File: src/rtl/sprite_motion_sequencer_if.sv
// Bundle between the sprite motion sequencer and its neighbours:
// the frame tick and size come in, the renderer read port goes out.
interface sprite_motion_sequencer_if;
    logic       frame_tick;
    logic       freeze;
    logic [8:0] size;
    logic [2:0] rd_idx;
    logic [9:0] rd_x;
    logic [9:0] rd_y;
    logic       busy;
    logic       pass_done;
    logic       overrun;

    modport master (
        output frame_tick, freeze, size, rd_idx,
        input  rd_x, rd_y, busy, pass_done, overrun
    );

    modport slave (
        input  frame_tick, freeze, size, rd_idx,
        output rd_x, rd_y, busy, pass_done, overrun
    );
endinterface

File: src/rtl/sprite_motion_sequencer.sv
// Once-per-frame motion update for five bouncing squares: one shared
// step unit walks x then y of each sprite, then the results are committed atomically.
module sprite_motion_sequencer #(
    parameter int H_ACTIVE = 640,
    parameter int V_ACTIVE = 480,
    parameter int MAX_SIZE = 240
) (
    input logic                       clk,
    input logic                       rst_n,
    sprite_motion_sequencer_if.slave  bus
);

    typedef enum logic [1:0] {IDLE, STEP_X, STEP_Y, COMMIT} state_t;

    state_t     state_q, state_d;
    logic [2:0] idx_q, idx_d;
    logic [9:0] limX_q, limX_d;
    logic [9:0] limY_q, limY_d;
    logic       overrun_q, overrun_d;

    logic [9:0] workX_q [0:4];
    logic [9:0] workY_q [0:4];
    logic [4:0] dirX_q;
    logic [4:0] dirY_q;
    logic [9:0] dispX_q [0:4];
    logic [9:0] dispY_q [0:4];
    logic [9:0] rdX_q, rdY_q;

    logic [9:0]  sizeSat;
    logic        onX;
    logic        curDir;
    logic [9:0]  curPos;
    logic [9:0]  speed;
    logic [9:0]  lim;
    logic [10:0] sum;
    logic [9:0]  stepPos;
    logic        stepDir;

    function automatic logic [9:0] resetX(input logic [2:0] i);
        case (i)
            3'd1:    resetX = 10'd120;
            3'd2:    resetX = 10'd100;
            3'd3:    resetX = 10'd40;
            3'd4:    resetX = 10'd40;
            default: resetX = 10'd0;
        endcase
    endfunction

    function automatic logic [9:0] resetY(input logic [2:0] i);
        case (i)
            3'd0:    resetY = 10'd300;
            3'd1:    resetY = 10'd300;
            3'd2:    resetY = 10'd400;
            3'd3:    resetY = 10'd200;
            3'd4:    resetY = 10'd50;
            default: resetY = 10'd0;
        endcase
    endfunction

    localparam logic [4:0] RESET_DIR_X = 5'b01110;
    localparam logic [4:0] RESET_DIR_Y = 5'b11101;

    always_comb begin
        sizeSat = (bus.size > 9'(MAX_SIZE)) ? 10'(MAX_SIZE) : {1'b0, bus.size};
    end

    // FSM: IDLE waits for an accepted tick, then X/Y alternate per sprite, then COMMIT
    always_comb begin
        state_d   = state_q;
        idx_d     = idx_q;
        limX_d    = limX_q;
        limY_d    = limY_q;
        overrun_d = overrun_q;
        case (state_q)
            IDLE: begin
                if (bus.frame_tick && !bus.freeze) begin
                    state_d = STEP_X;
                    idx_d   = 3'd0;
                    limX_d  = 10'(H_ACTIVE) - sizeSat;
                    limY_d  = 10'(V_ACTIVE) - sizeSat;
                end
            end
            STEP_X: state_d = STEP_Y;
            STEP_Y: begin
                if (idx_q == 3'd4) begin
                    state_d = COMMIT;
                end else begin
                    state_d = STEP_X;
                    idx_d   = idx_q + 3'd1;
                end
            end
            COMMIT:  state_d = IDLE;
            default: state_d = IDLE;
        endcase
        if (state_q != IDLE && bus.frame_tick) begin
            overrun_d = 1'b1;
        end
    end

    always_ff @(posedge clk or negedge rst_n) begin
        if (!rst_n) begin
            state_q   <= IDLE;
            idx_q     <= 3'd0;
            limX_q    <= 10'(H_ACTIVE);
            limY_q    <= 10'(V_ACTIVE);
            overrun_q <= 1'b0;
        end else begin
            state_q   <= state_d;
            idx_q     <= idx_d;
            limX_q    <= limX_d;
            limY_q    <= limY_d;
            overrun_q <= overrun_d;
        end
    end

    // Shared step unit: the current axis selects position, direction, speed and wall
    always_comb begin
        onX    = (state_q == STEP_X);
        curPos = onX ? workX_q[idx_q] : workY_q[idx_q];
        curDir = onX ? dirX_q[idx_q] : dirY_q[idx_q];
        lim    = onX ? limX_q : limY_q;
        case ({onX, curDir})
            2'b11:   speed = 10'd7 + {7'd0, idx_q};
            2'b10:   speed = 10'd3 + {7'd0, idx_q};
            2'b01:   speed = 10'd6 + {7'd0, idx_q};
            default: speed = 10'd10 + {7'd0, idx_q};
        endcase
        sum     = {1'b0, curPos} + {1'b0, speed};
        stepPos = curPos;
        stepDir = curDir;
        if (curDir) begin
            if (sum >= {1'b0, lim}) begin
                stepPos = lim;
                stepDir = 1'b0;
            end else begin
                stepPos = sum[9:0];
            end
        end else begin
            if (curPos <= speed) begin
                stepPos = 10'd0;
                stepDir = 1'b1;
            end else begin
                stepPos = curPos - speed;
            end
        end
    end

    always_ff @(posedge clk or negedge rst_n) begin
        if (!rst_n) begin
            for (int i = 0; i < 5; i++) begin
                workX_q[i] <= resetX(3'(i));
                workY_q[i] <= resetY(3'(i));
                dispX_q[i] <= resetX(3'(i));
                dispY_q[i] <= resetY(3'(i));
            end
            dirX_q <= RESET_DIR_X;
            dirY_q <= RESET_DIR_Y;
        end else begin
            case (state_q)
                STEP_X: begin
                    workX_q[idx_q] <= stepPos;
                    dirX_q[idx_q]  <= stepDir;
                end
                STEP_Y: begin
                    workY_q[idx_q] <= stepPos;
                    dirY_q[idx_q]  <= stepDir;
                end
                COMMIT: begin
                    for (int i = 0; i < 5; i++) begin
                        dispX_q[i] <= workX_q[i];
                        dispY_q[i] <= workY_q[i];
                    end
                end
                default: ;
            endcase
        end
    end

    // During COMMIT the display bank is still old, so read the work bank to show new values from t+12
    always_ff @(posedge clk or negedge rst_n) begin
        if (!rst_n) begin
            rdX_q <= 10'd0;
            rdY_q <= 10'd0;
        end else if (bus.rd_idx > 3'd4) begin
            rdX_q <= 10'd0;
            rdY_q <= 10'd0;
        end else if (state_q == COMMIT) begin
            rdX_q <= workX_q[bus.rd_idx];
            rdY_q <= workY_q[bus.rd_idx];
        end else begin
            rdX_q <= dispX_q[bus.rd_idx];
            rdY_q <= dispY_q[bus.rd_idx];
        end
    end

    assign bus.rd_x      = rdX_q;
    assign bus.rd_y      = rdY_q;
    assign bus.busy      = (state_q != IDLE);
    assign bus.pass_done = (state_q == COMMIT);
    assign bus.overrun   = overrun_q;

endmodule

File: src/flat_wrapper.sv
// flat-port wrapper written by rule: the top's interface ports become plain ports
module sprite_motion_sequencer_flat 
#(
    parameter int H_ACTIVE = 640,
    parameter int V_ACTIVE = 480,
    parameter int MAX_SIZE = 240
)
  (clk, rst_n, bus_frame_tick, bus_freeze, bus_size, bus_rd_idx, bus_rd_x, bus_rd_y, bus_busy, bus_pass_done, bus_overrun);
  sprite_motion_sequencer_if bus_i ();
  input logic clk;
  input logic rst_n;
  input wire logic [$bits(bus_i.frame_tick)-1:0] bus_frame_tick;
  input wire logic [$bits(bus_i.freeze)-1:0] bus_freeze;
  input wire logic [$bits(bus_i.size)-1:0] bus_size;
  input wire logic [$bits(bus_i.rd_idx)-1:0] bus_rd_idx;
  output wire logic [$bits(bus_i.rd_x)-1:0] bus_rd_x;
  output wire logic [$bits(bus_i.rd_y)-1:0] bus_rd_y;
  output wire logic [$bits(bus_i.busy)-1:0] bus_busy;
  output wire logic [$bits(bus_i.pass_done)-1:0] bus_pass_done;
  output wire logic [$bits(bus_i.overrun)-1:0] bus_overrun;
  assign bus_i.frame_tick = bus_frame_tick;
  assign bus_i.freeze = bus_freeze;
  assign bus_i.size = bus_size;
  assign bus_i.rd_idx = bus_rd_idx;
  assign bus_rd_x = bus_i.rd_x;
  assign bus_rd_y = bus_i.rd_y;
  assign bus_busy = bus_i.busy;
  assign bus_pass_done = bus_i.pass_done;
  assign bus_overrun = bus_i.overrun;
  sprite_motion_sequencer #(.H_ACTIVE(H_ACTIVE), .V_ACTIVE(V_ACTIVE), .MAX_SIZE(MAX_SIZE)) u_core (.clk(clk), .rst_n(rst_n), .bus(bus_i));
endmodule
File: config.mk
export PLATFORM = sky130hd
export DESIGN_NAME = sprite_motion_sequencer_flat
export DESIGN_NICKNAME = d
export VERILOG_FILES = /design/src/rtl/sprite_motion_sequencer_if.sv /design/src/rtl/sprite_motion_sequencer.sv /design/src/flat_wrapper.sv
export SDC_FILE = /design/constraint.sdc
export NUM_CORES = 1
export LEC_CHECK = 0
export CAP_MARGIN = 20
export CORE_UTILIZATION = 40
export DETAILED_ROUTE_END_ITERATION = 7
export PLACE_DENSITY_LB_ADDON = 0.2
export SLEW_MARGIN = 20
export SYNTH_ARGS = -nofsm -noshare
export SYNTH_HDL_FRONTEND = slang
export SYNTH_SLANG_ARGS = --single-unit
export TNS_END_PERCENT = 20
File: constraint.sdc
create_clock -name clk -period 8.1 [get_ports clk]
set_input_delay 2.025 -clock clk [delete_from_list [all_inputs] [get_ports clk]]
set_output_delay 2.025 -clock clk [all_outputs]
set_load 0.02 [all_outputs]
==> results of run 1 <==
[cell families after synthesis]
| group | count (synthesis) |
|---|---|
| XOR/XNOR | 18 |
| buffers and inverters | 99 |
| multiplexers | 196 |
| AND/OR/NAND/NOR | 273 |
| flip-flops | 251 |
| AO/OA/AOI/OAI | 247 |
| adder cells (fa/ha/maj) | 31 |
[power by group through the flow]
stage	logic, mW	registers, mW	clock network, mW
3_5_place_dp	3.69	2.23	0
6_report	3.70	2.20	1.30
3_3_place_gp	3.64	2.21	0
2_1_floorplan	2.78	2.09	0
4_1_cts	3.71	2.21	1.33
5_1_grt	4.06	2.28	1.38
[per-layer routing]
metal	vias to the layer above	part of all wire [%]	GRT usage (%)	wire length (um)
li1	4106	-	-	-
met1	4505	48	29.70	16050
met2	156	46	32.50	15220
met3	53	3.4	2.496	1123
met4	0	2.8	6.233	922
met5	-	0	0	0
[state kept, by name, summed over array words and instances (netlist names), 5 cells and up]
| register | cells |
|---|---|
| u_core.dirY_q | 5 |
| u_core.limY_q | 10 |
| u_core.workY_q | 50 |
| u_core.bus.rd_y | 10 |
| u_core.workX_q | 50 |
| u_core.limX_q | 5 |
| u_core.dispX_q | 50 |
| u_core.bus.rd_x | 10 |
| u_core.dispY_q | 50 |
| u_core.dirX_q | 5 |
[through the flow]
| stage | std cells | hold slack [ps] |
|---|---|---|
| final | 1588 | 458.3 |
| after global routing | 1588 | 485.7 |
| after CTS | 1588 | 458.2 |
| after detailed placement | 1536 | 448.0 |
| after global placement | 1536 | 445.0 |
| after floorplan | 1115 | 434.5 |
[placed cells by master (no fill, tap or decap), types with 22 or more instances in the layout]
cell / n
mux2i_1: 33
a21oi_1: 65
nand2_1: 82
mux2_2: 101
mux4_2: 62
inv_1: 24
a21oi_2: 24
dfstp_2: 69
clkdlybuf4s50_1: 35
ha_1: 29
dfrtp_1: 181
clkbuf_16: 29
o21ai_0: 48
nand3_1: 31
o21ai_1: 22
nor2_1: 102
[layout make-up]
| cell class | count | area, sq um | share of cell area, % |
|---|---|---|---|
| Multi-Input combinational cell | 765 | 6436 | 43.22 |
| Sequential cell | 251 | 6369 | 42.77 |
| Clock buffer | 44 | 862.1 | 5.789 |
| Tap cell | 442 | 553.0 | 3.714 |
| Timing Repair Buffer | 53 | 488.0 | 3.277 |
| Inverter | 25 | 93.84 | 0.6301 |
| Clock inverter | 8 | 90.09 | 0.6049 |
[final timing paths]
check                                   start            endpoint  slack [ps]  cells after the start
min in group asynchronous               rst_n  u_core.bus.rd_y[7]        1540                      1
max in group asynchronous               rst_n  u_core.dispY_q[41]        5160                      2
setup reg to reg              u_core.idx_q[1]  u_core.workX_q[23]        1460                     21
hold / removal             u_core.bus.overrun  u_core.bus.overrun         460                      1
setup / recovery              u_core.idx_q[1]  u_core.workX_q[23]        1460                     21
hold reg to reg            u_core.bus.overrun  u_core.bus.overrun         460                      1
==> out/results.ini, run 1 <==
[cts]
clkSlewWorstSetupHoldPaths_ps = 60
post_cts_resized = 0
post-cts-setup-buffers = 0
cts_tree = yes
hold_buffers = 0
cts-buffers-inserted = 28
clockBufferDepth = 3
cts-root-buf = clkbuf_16
clock-sinks = 251
clock_latency_ps = 540
h-tree-depth = 1

[sta]
period_minus_slack_ps = 6641
slew_violations = 0
tightest_slew_ps = 1141
worst_slack_ps = 1459
setup_violations = 0
slew_headroom_pct = 23.96
finalHoldViolCount = 0
fmaxAchievable_mhz = 150.6
skew_ps = 11.05
period_share_pct = 81.98
rsz0062_at_grt = false
setup-tns-final_ps = 0

[worst_setup_path]
critPathLaunchType = flop
cp.required_ps = 8480
crit_buf_inv = 0
path_delay_family = compound AO/OA/AOI/OAI gates
worst-path-max-fanout = 23
crit_path_top_delay_cell = dfrtp_1
cp_cell_sequence = mux4_2 -> a221o_1 -> ha_1 -> xor2_1 -> nor2_1 -> a21o_1 -> ha_1 -> nor2b_1 -> o21ai_0 -> a21oi_1 -> o21ai_0 -> xnor2_1 -> ha_1 -> and4_1 -> a2111oi_0 -> o21ai_0 -> a21o_1 -> a21oi_2 -> o22ai_1 -> a21oi_2 -> a21oi_1
arrival_ps = 7020
crit_path_end_kind = flop
worstSetupPathType = flop to flop
max_stage_delay_ps = 1090

[final_layout]
antenna_cells = 0
fill_cells = 3004
fin_nets = 1171
drive_gt1_share_pct = 30.89
area_growth_pct = 12.82
fin_area_sq_um = 14890
final_util_pct = 45.77

[synth]
async_flop_share_pct = 100.0
yosysTopAreaCell = dfrtp_1
synth.area.top_cells = dfrtp_1 (35%), dfstp_2 (14%), mux4_2 (11%)
ys_seq_area_share_pct = 48.24
synth_top_family_by_area = multiplexers
synth_edf_count = 0
synth-xor-area-share_pct = 1.194
synth_top_area_share_pct = 34.50
synth_common_cells = dfrtp_1 (182), nor2_1 (103), mux2_2 (101)
yosys-mux-area-fraction_pct = 21.70
synthCells = 1115
yosys.area_share.simple_pct = 9.536
yosysMostFrequentCell = dfrtp_1
synth.cell_area_sq_um = 13200
synth_cell_types = 79
yosysWarnings = 0
ys.flop_type = dfrtp_1
synth_area_per_cell_sq_um = 11.84
synth_compound_area_share_pct = 13.18
synthAdderAreaFrac_pct = 3.052
synth-seq-cells = 251
syn_nets = 1162

[placement]
io_buffers = 38
finalWeightedCongestion = 0.8765
placed_cell_area_sq_um = 13940
dpl.hpwl_um = 22470
dp_slack_ps = 1555

[global_route]
grt_pass1_wl_um = 53790
antenna_found_initial = 0
grtUsageTotal_pct = 20.61
grt_overflow = 0
grt_max_degree = 122
first_global_vias = 9140

[routing]
via_per_inst = 5.554
drt_wl_total_um = 33320
drt_iter0_drc = 538
wire_per_inst_um = 20.98
ant_nets = 0
drcViolationCount = 0
num_vias = 8820
dr.pass1.iters = 5

[floorplanning]
num_io_pins = 39
placementRows = 66
fp.dieW_um = 183.7
die-area_sq_um = 33730
die_h_um = 183.7
start_util_pct = 40.57
core_sq_um = 32540

[power]
seq_power_share_pct = 30.6
vdd_drop_max_mv = 0.2701
swShare_pct = 42.97
power.total_mw = 7.197
clockPowerShare_pct = 18.1
p_comb_share_pct = 51.3
power_switching_mw = 3.093
power.internal_mw = 4.104
power_leakage_nw = 6.401
power_density_nw_per_um2 = 483.3

[flow_run]
drv_cap = 0

[hold_path]
hold_class = flop to flop

[status]
status = finished clean

Note: power is estimated with default switching activity, not from simulation.
==> run 2, diff against run 1 <==
==> constraint.sdc (replaced) <==
create_clock -name clk -period 6.15 [get_ports clk]
set_input_delay 1.5375 -clock clk [delete_from_list [all_inputs] [get_ports clk]]
set_output_delay 1.5375 -clock clk [all_outputs]
set_load 0.02 [all_outputs]
==> run 2 against run 1 <==
Net effect:
- critical path depth did not move
- design area grew 1.5%
- wire length is 1.4% higher
- sequential power up 30%
- clock power is 32% higher
- core utilization grew 0.70 points
- highest routed layer unchanged
==> out/results.ini, run 2 (synthesized netlist as in run 1, its figures left out) <==
[status]
status = finished clean

[global_route]
antenna_found_initial = 0
grt_overflow = 0
first_global_vias = 9005
grtUsageTotal_pct = 20.58
grt_max_degree = 118
grt_pass1_wl_um = 53430

[power]
p_comb_share_pct = 54.3
clockPowerShare_pct = 17.2
power.internal_mw = 5.670
power_switching_mw = 4.319
swShare_pct = 43.24
seq_power_share_pct = 28.5
power.total_mw = 9.989
power_density_nw_per_um2 = 660.6
vdd_drop_max_mv = 0.3734
power_leakage_nw = 6.496

[floorplanning]
die_h_um = 183.7
die-area_sq_um = 33730
placementRows = 66
fp.dieW_um = 183.7
start_util_pct = 40.57
core_sq_um = 32540
num_io_pins = 39

[sta]
period_minus_slack_ps = 5944
setup-tns-final_ps = 0
whs_ps = 460.4
skew_ps = 12.51
rsz0062_at_grt = false
fmaxAchievable_mhz = 168.2
period_share_pct = 96.65
slew_violations = 0
tightest_slew_ps = 1086
slew_headroom_pct = 27.63
setup_violations = 0
finalHoldViolCount = 0

[cts]
hold_buffers = 0
clockBufferDepth = 3
h-tree-depth = 1
cts-root-buf = clkbuf_16
clkSlewWorstSetupHoldPaths_ps = 60
clock_latency_ps = 560
cts_tree = yes
cts-buffers-inserted = 27
clock-sinks = 251

[routing]
wire_per_inst_um = 21.13
drt_wl_total_um = 33800
dr.pass1.iters = 5
drcViolationCount = 0
ant_nets = 0
num_vias = 8920
drt_iter0_drc = 611
via_per_inst = 5.575

[worst_setup_path]
rr_worst_depth = 21
reg2reg_setup_slack_ps = 210
rr_endpoint = u_core.workY_q[11]
worst-path-max-fanout = 8
crit_start = u_core.idx_q[0]
endpoint = u_core.workY_q[11]
critPathLaunchType = flop
crit_path_end_kind = flop
cp.required_ps = 6550
worstSetupPathType = flop to flop
arrival_ps = 6340
r2r-start = u_core.idx_q[0]

[flow_run]
drv_cap = 0

[placement]
placed_cell_area_sq_um = 14060
io_buffers = 38
finalWeightedCongestion = 0.9657
dpl.hpwl_um = 22400

[final_layout]
area_growth_pct = 14.55
layout_commonest_cell = dfrtp_1
antenna_cells = 0
fin_area_sq_um = 15120
mostFrequentLayoutCells = dfrtp_1 (181), nor2_1 (102), mux2_2 (101)
fin_nets = 1184
drive_gt1_share_pct = 32.38

[hold_path]
min_path_cells = 1
hold_class = flop to flop

run 2: final cells by class:
class                   count  area (sq um)
fillers                  3008         17420
flip-flops and latches    251          6369
well taps                 442         553.0
repair buffers             66         648.1
inverters                  25         93.84
clock inverters            13         160.2
multi-input cells         766          6504
clock buffers              37         793.3
run 2: through the flow:
| step | instances | util, % | worst slack, ps |
|---|---|---|---|
| floorplan | 1115 | - | 170.4 |
| CTS | 1597 | 46.16 | 182.1 |
| global route | 1600 | 46.47 | 40.67 |
| global placement | 1547 | 43.23 | 278.9 |
| finish | 1600 | 46.47 | 206.0 |
| detailed placement | 1547 | 43.23 | 234.5 |
run 2: critical path, cell delays in order (launching register included):
cell and delay, ps:
dfrtp_2 390, mux4_2 530, a221o_1 380, ha_1 300, xor2_1 170, nor2_1 60
a21o_1 190, ha_1 370, nor2b_1 160, o21ai_0 260, a21oi_2 130, o21ai_0 240
xnor2_1 130, ha_1 350, and4_1 220, a2111oi_1 420, o21ai_0 210, a21o_1 270
a21oi_4 290, o22ai_2 200, a21oi_2 400, a21oi_1 110
run 2: per-layer routing:
metal  share of wire [%]  vias up  global-route usage (%)
met2                  45      190                   31.92
met1                  48     4549                   30.52
li1                    -     4133                       -
met3                 4.3       48                   2.793
met4                 2.1        0                   4.633
met5                   0        -                       0
run 2: power by group through the flow:
| stage | Sequential [mW] | Clock (mW) | Combinational (mW) |
|---|---|---|---|
| finish | 2.85 | 1.72 | 5.42 |
| global route | 2.95 | 1.83 | 5.85 |
| CTS | 2.86 | 1.77 | 5.05 |
| detailed placement | 2.88 | 0 | 5.01 |
| global placement | 2.87 | 0 | 5.00 |
| floorplan | 2.76 | 0 | 3.66 |
run 2: how the worst min path moves through the flow:
stage,slack (ps),endpoint,startpoint
final,460,u_core.bus.overrun,u_core.bus.overrun
after floorplan,430,u_core.limX_q[9],u_core.limX_q[9]
after global placement,440,u_core.limX_q[9],u_core.limX_q[9]
after detailed placement,450,u_core.bus.overrun,u_core.bus.overrun
after global routing,480,u_core.bus.overrun,u_core.bus.overrun
after CTS,460,u_core.limX_q[9],u_core.limX_q[9]
run 2: timing repair:
| item | CTS | global route |
|---|---|---|
| hold endpoints to repair | 0 | 0 |
| endpoints found under the setup margin | 0 | 86 |
| resized for setup | 0 | 9 |
| setup buffers | 0 | 2 |
==> run 3, diff against run 2 <==
--- a/config.mk
+++ b/config.mk
@@ -7,7 +7,9 @@
 export LEC_CHECK = 0
 export CAP_MARGIN = 20
 export CORE_UTILIZATION = 40
+export CTS_BUF_LIST = sky130_fd_sc_hd__clkbuf_2 sky130_fd_sc_hd__clkbuf_4 sky130_fd_sc_hd__clkbuf_8
 export DETAILED_ROUTE_END_ITERATION = 7
+export MAX_ROUTING_LAYER = met4
 export PLACE_DENSITY_LB_ADDON = 0.2
 export SLEW_MARGIN = 20
 export SYNTH_ARGS = -nofsm -noshare
==> run 3 against run 2 <==
Net effect:
- maximum frequency grew 3.7%
- register-to-register slack better by 210 ps
- sequential power about the same
- critical path depth did not move
- clock skew up 18 ps
- setup slack improved by 210 ps
- sequential share of layout area hardly changed
- highest routed layer unchanged
==> out/results.ini, run 3 (synthesized netlist as in run 1, its figures left out) <==
[status]
status = finished clean

[sta]
rsz0062_at_grt = false
whs_ps = 457.7
tightest_slew_ps = 985.2
period_share_pct = 93.25
period_minus_slack_ps = 5735
finalHoldViolCount = 0
slew_headroom_pct = 34.32
setup-tns-final_ps = 0
slew_violations = 0
skew_ps = 30.56
fmaxAchievable_mhz = 174.4
setup_violations = 0

[final_layout]
multi_input_area_sq_um = 6490
area_growth_pct = 14.57
fin_nets = 1203
fin_area_sq_um = 15120
layout_commonest_cell = dfrtp_1
drive_gt1_share_pct = 34.31
seq_area_sq_um = 6369
antenna_cells = 0
mostFrequentLayoutCells = dfrtp_1 (181), nor2_1 (102), mux2_2 (101)
fill_cells = 3035

[worst_setup_path]
rr_worst_depth = 21
arrival_ps = 6180
crit_path_top_delay_cell = mux4_2
crit_path_end_kind = flop
cp_cell_sequence = mux4_2 -> a221o_1 -> ha_1 -> xor2_1 -> nor2_1 -> a21o_1 -> ha_1 -> nor2b_1 -> o21ai_0 -> a21oi_1 -> o21ai_0 -> xnor2_1 -> ha_1 -> and4_1 -> a2111oi_0 -> o21ai_0 -> a21o_1 -> a21oi_4 -> o221ai_1 -> o21ai_2 -> o21ai_1
critPathLaunchType = flop
cp.required_ps = 6590
worst-path-max-fanout = 8
max_stage_delay_ps = 520
worstSetupPathType = flop to flop

[floorplanning]
start_util_pct = 40.57
num_io_pins = 39
die_h_um = 183.7
die-area_sq_um = 33730
placementRows = 66
core_sq_um = 32540
fp.dieW_um = 183.7

[placement]
finalWeightedCongestion = 0.9640
placed_cell_area_sq_um = 14070
dpl.hpwl_um = 22970
io_buffers = 38

[routing]
drcViolationCount = 0
via_per_inst = 5.563
dr.pass1.iters = 5
drt_iter0_drc = 641
wire_per_inst_um = 20.95
ant_nets = 0
num_vias = 9090
drt_wl_total_um = 34230

[cts]
clock-sinks = 251
cts-root-buf = clkbuf_8
hold_buffers = 0
clkSlewWorstSetupHoldPaths_ps = 60
cts_tree = yes
clock_latency_ps = 570
cts-buffers-inserted = 44
clockBufferDepth = 3
h-tree-depth = 2

[global_route]
first_global_vias = 9230
grt_max_degree = 126
grt_pass1_wl_um = 54050
antenna_found_initial = 0
grtUsageTotal_pct = 21.61
grt_overflow = 0

[power]
seq_power_share_pct = 29.3
p_comb_share_pct = 53.6
power.internal_mw = 5.519
power_leakage_nw = 6.548
power_density_nw_per_um2 = 646.2
clockPowerShare_pct = 17.1
swShare_pct = 43.52
vdd_drop_max_mv = 0.3706
power_switching_mw = 4.253

[hold_path]
min_path_cells = 1
hold_class = flop to flop

[flow_run]
drv_cap = 0

## run 3: changes by cell type in the layout (fill, tap and decap cells not counted), moves of 3 or more
cell / change
o22ai_2: -3
clkbuf_8: +50
clkbuf_16: -27
buf_4: +4
clkbuf_4: +19
o22ai_1: +3
bufinv_16: -3
clkinv_2: -4
## run 3: layer usage
metal | share of wire, % | vias up | wire, um | global-route usage (%)
li1 | - | 4180 | - | -
met3 | 4.8 | 62 | 1658 | 3.071
met5 | 0 | - | 0 | -
met1 | 46 | 4616 | 15890 | 30.21
met4 | 2.2 | 0 | 745 | 5.833
met2 | 47 | 232 | 15940 | 32.89
## run 3: layout make-up
| type | instances | area share, % |
|---|---|---|
| multi-input cells | 766 | 42.91 |
| flip-flops and latches | 251 | 42.11 |
| clock buffers | 77 | 6.222 |
| repair buffers | 68 | 4.219 |
| well taps | 442 | 3.657 |
| inverters | 25 | 0.6205 |
| clock inverters | 5 | 0.2565 |
## run 3: critical path, delay by kind of cell, from the launching register on
family          cells  cell delay (ps)
compound gates     12             3030
mux                 1              520
fa+ha+maj           3              960
xor+xnor            2              340
flops               1              390
simple gates        3              370
## run 3: power by group through the flow
stage	Combinational, mW	Clock [mW]	Sequential [mW]
2_1_floorplan	3.66	0	2.76
3_3_place_gp	5.01	0	2.88
3_5_place_dp	5.05	0	2.89
4_1_cts	5.06	1.71	2.87
5_1_grt	5.68	1.79	2.96
6_report	5.24	1.67	2.86
## run 3: metrics by stage
step                      utilization, %  worst slack (ps)  instances  power [mW]
after floorplan                        -             170.4       1115       6.416
after global placement             43.26             303.0       1550       7.893
after detailed placement           43.26             361.7       1550       7.940
after CTS                          46.27             331.0       1632       9.648
after global routing               46.48             13.10       1634       10.42
final                              46.48             415.3       1634       9.773
## run 3: path summary, 6_finish.rpt
path,start,to,slack (ps)
max,u_core.idx_q[0],u_core.workX_q[47],420
max in group asynchronous,rst_n,u_core.idx_q[0],4080
min reg2reg,u_core.bus.overrun,u_core.bus.overrun,460
min in group asynchronous,rst_n,u_core.dispX_q[46],950
max reg2reg,u_core.idx_q[0],u_core.workX_q[47],420
min,u_core.bus.overrun,u_core.bus.overrun,460
## run 3: what timing repair did
item	in CTS	in global routing
buffers inserted	0	1
setup endpoints to repair	0	59
gates resized for setup	0	6
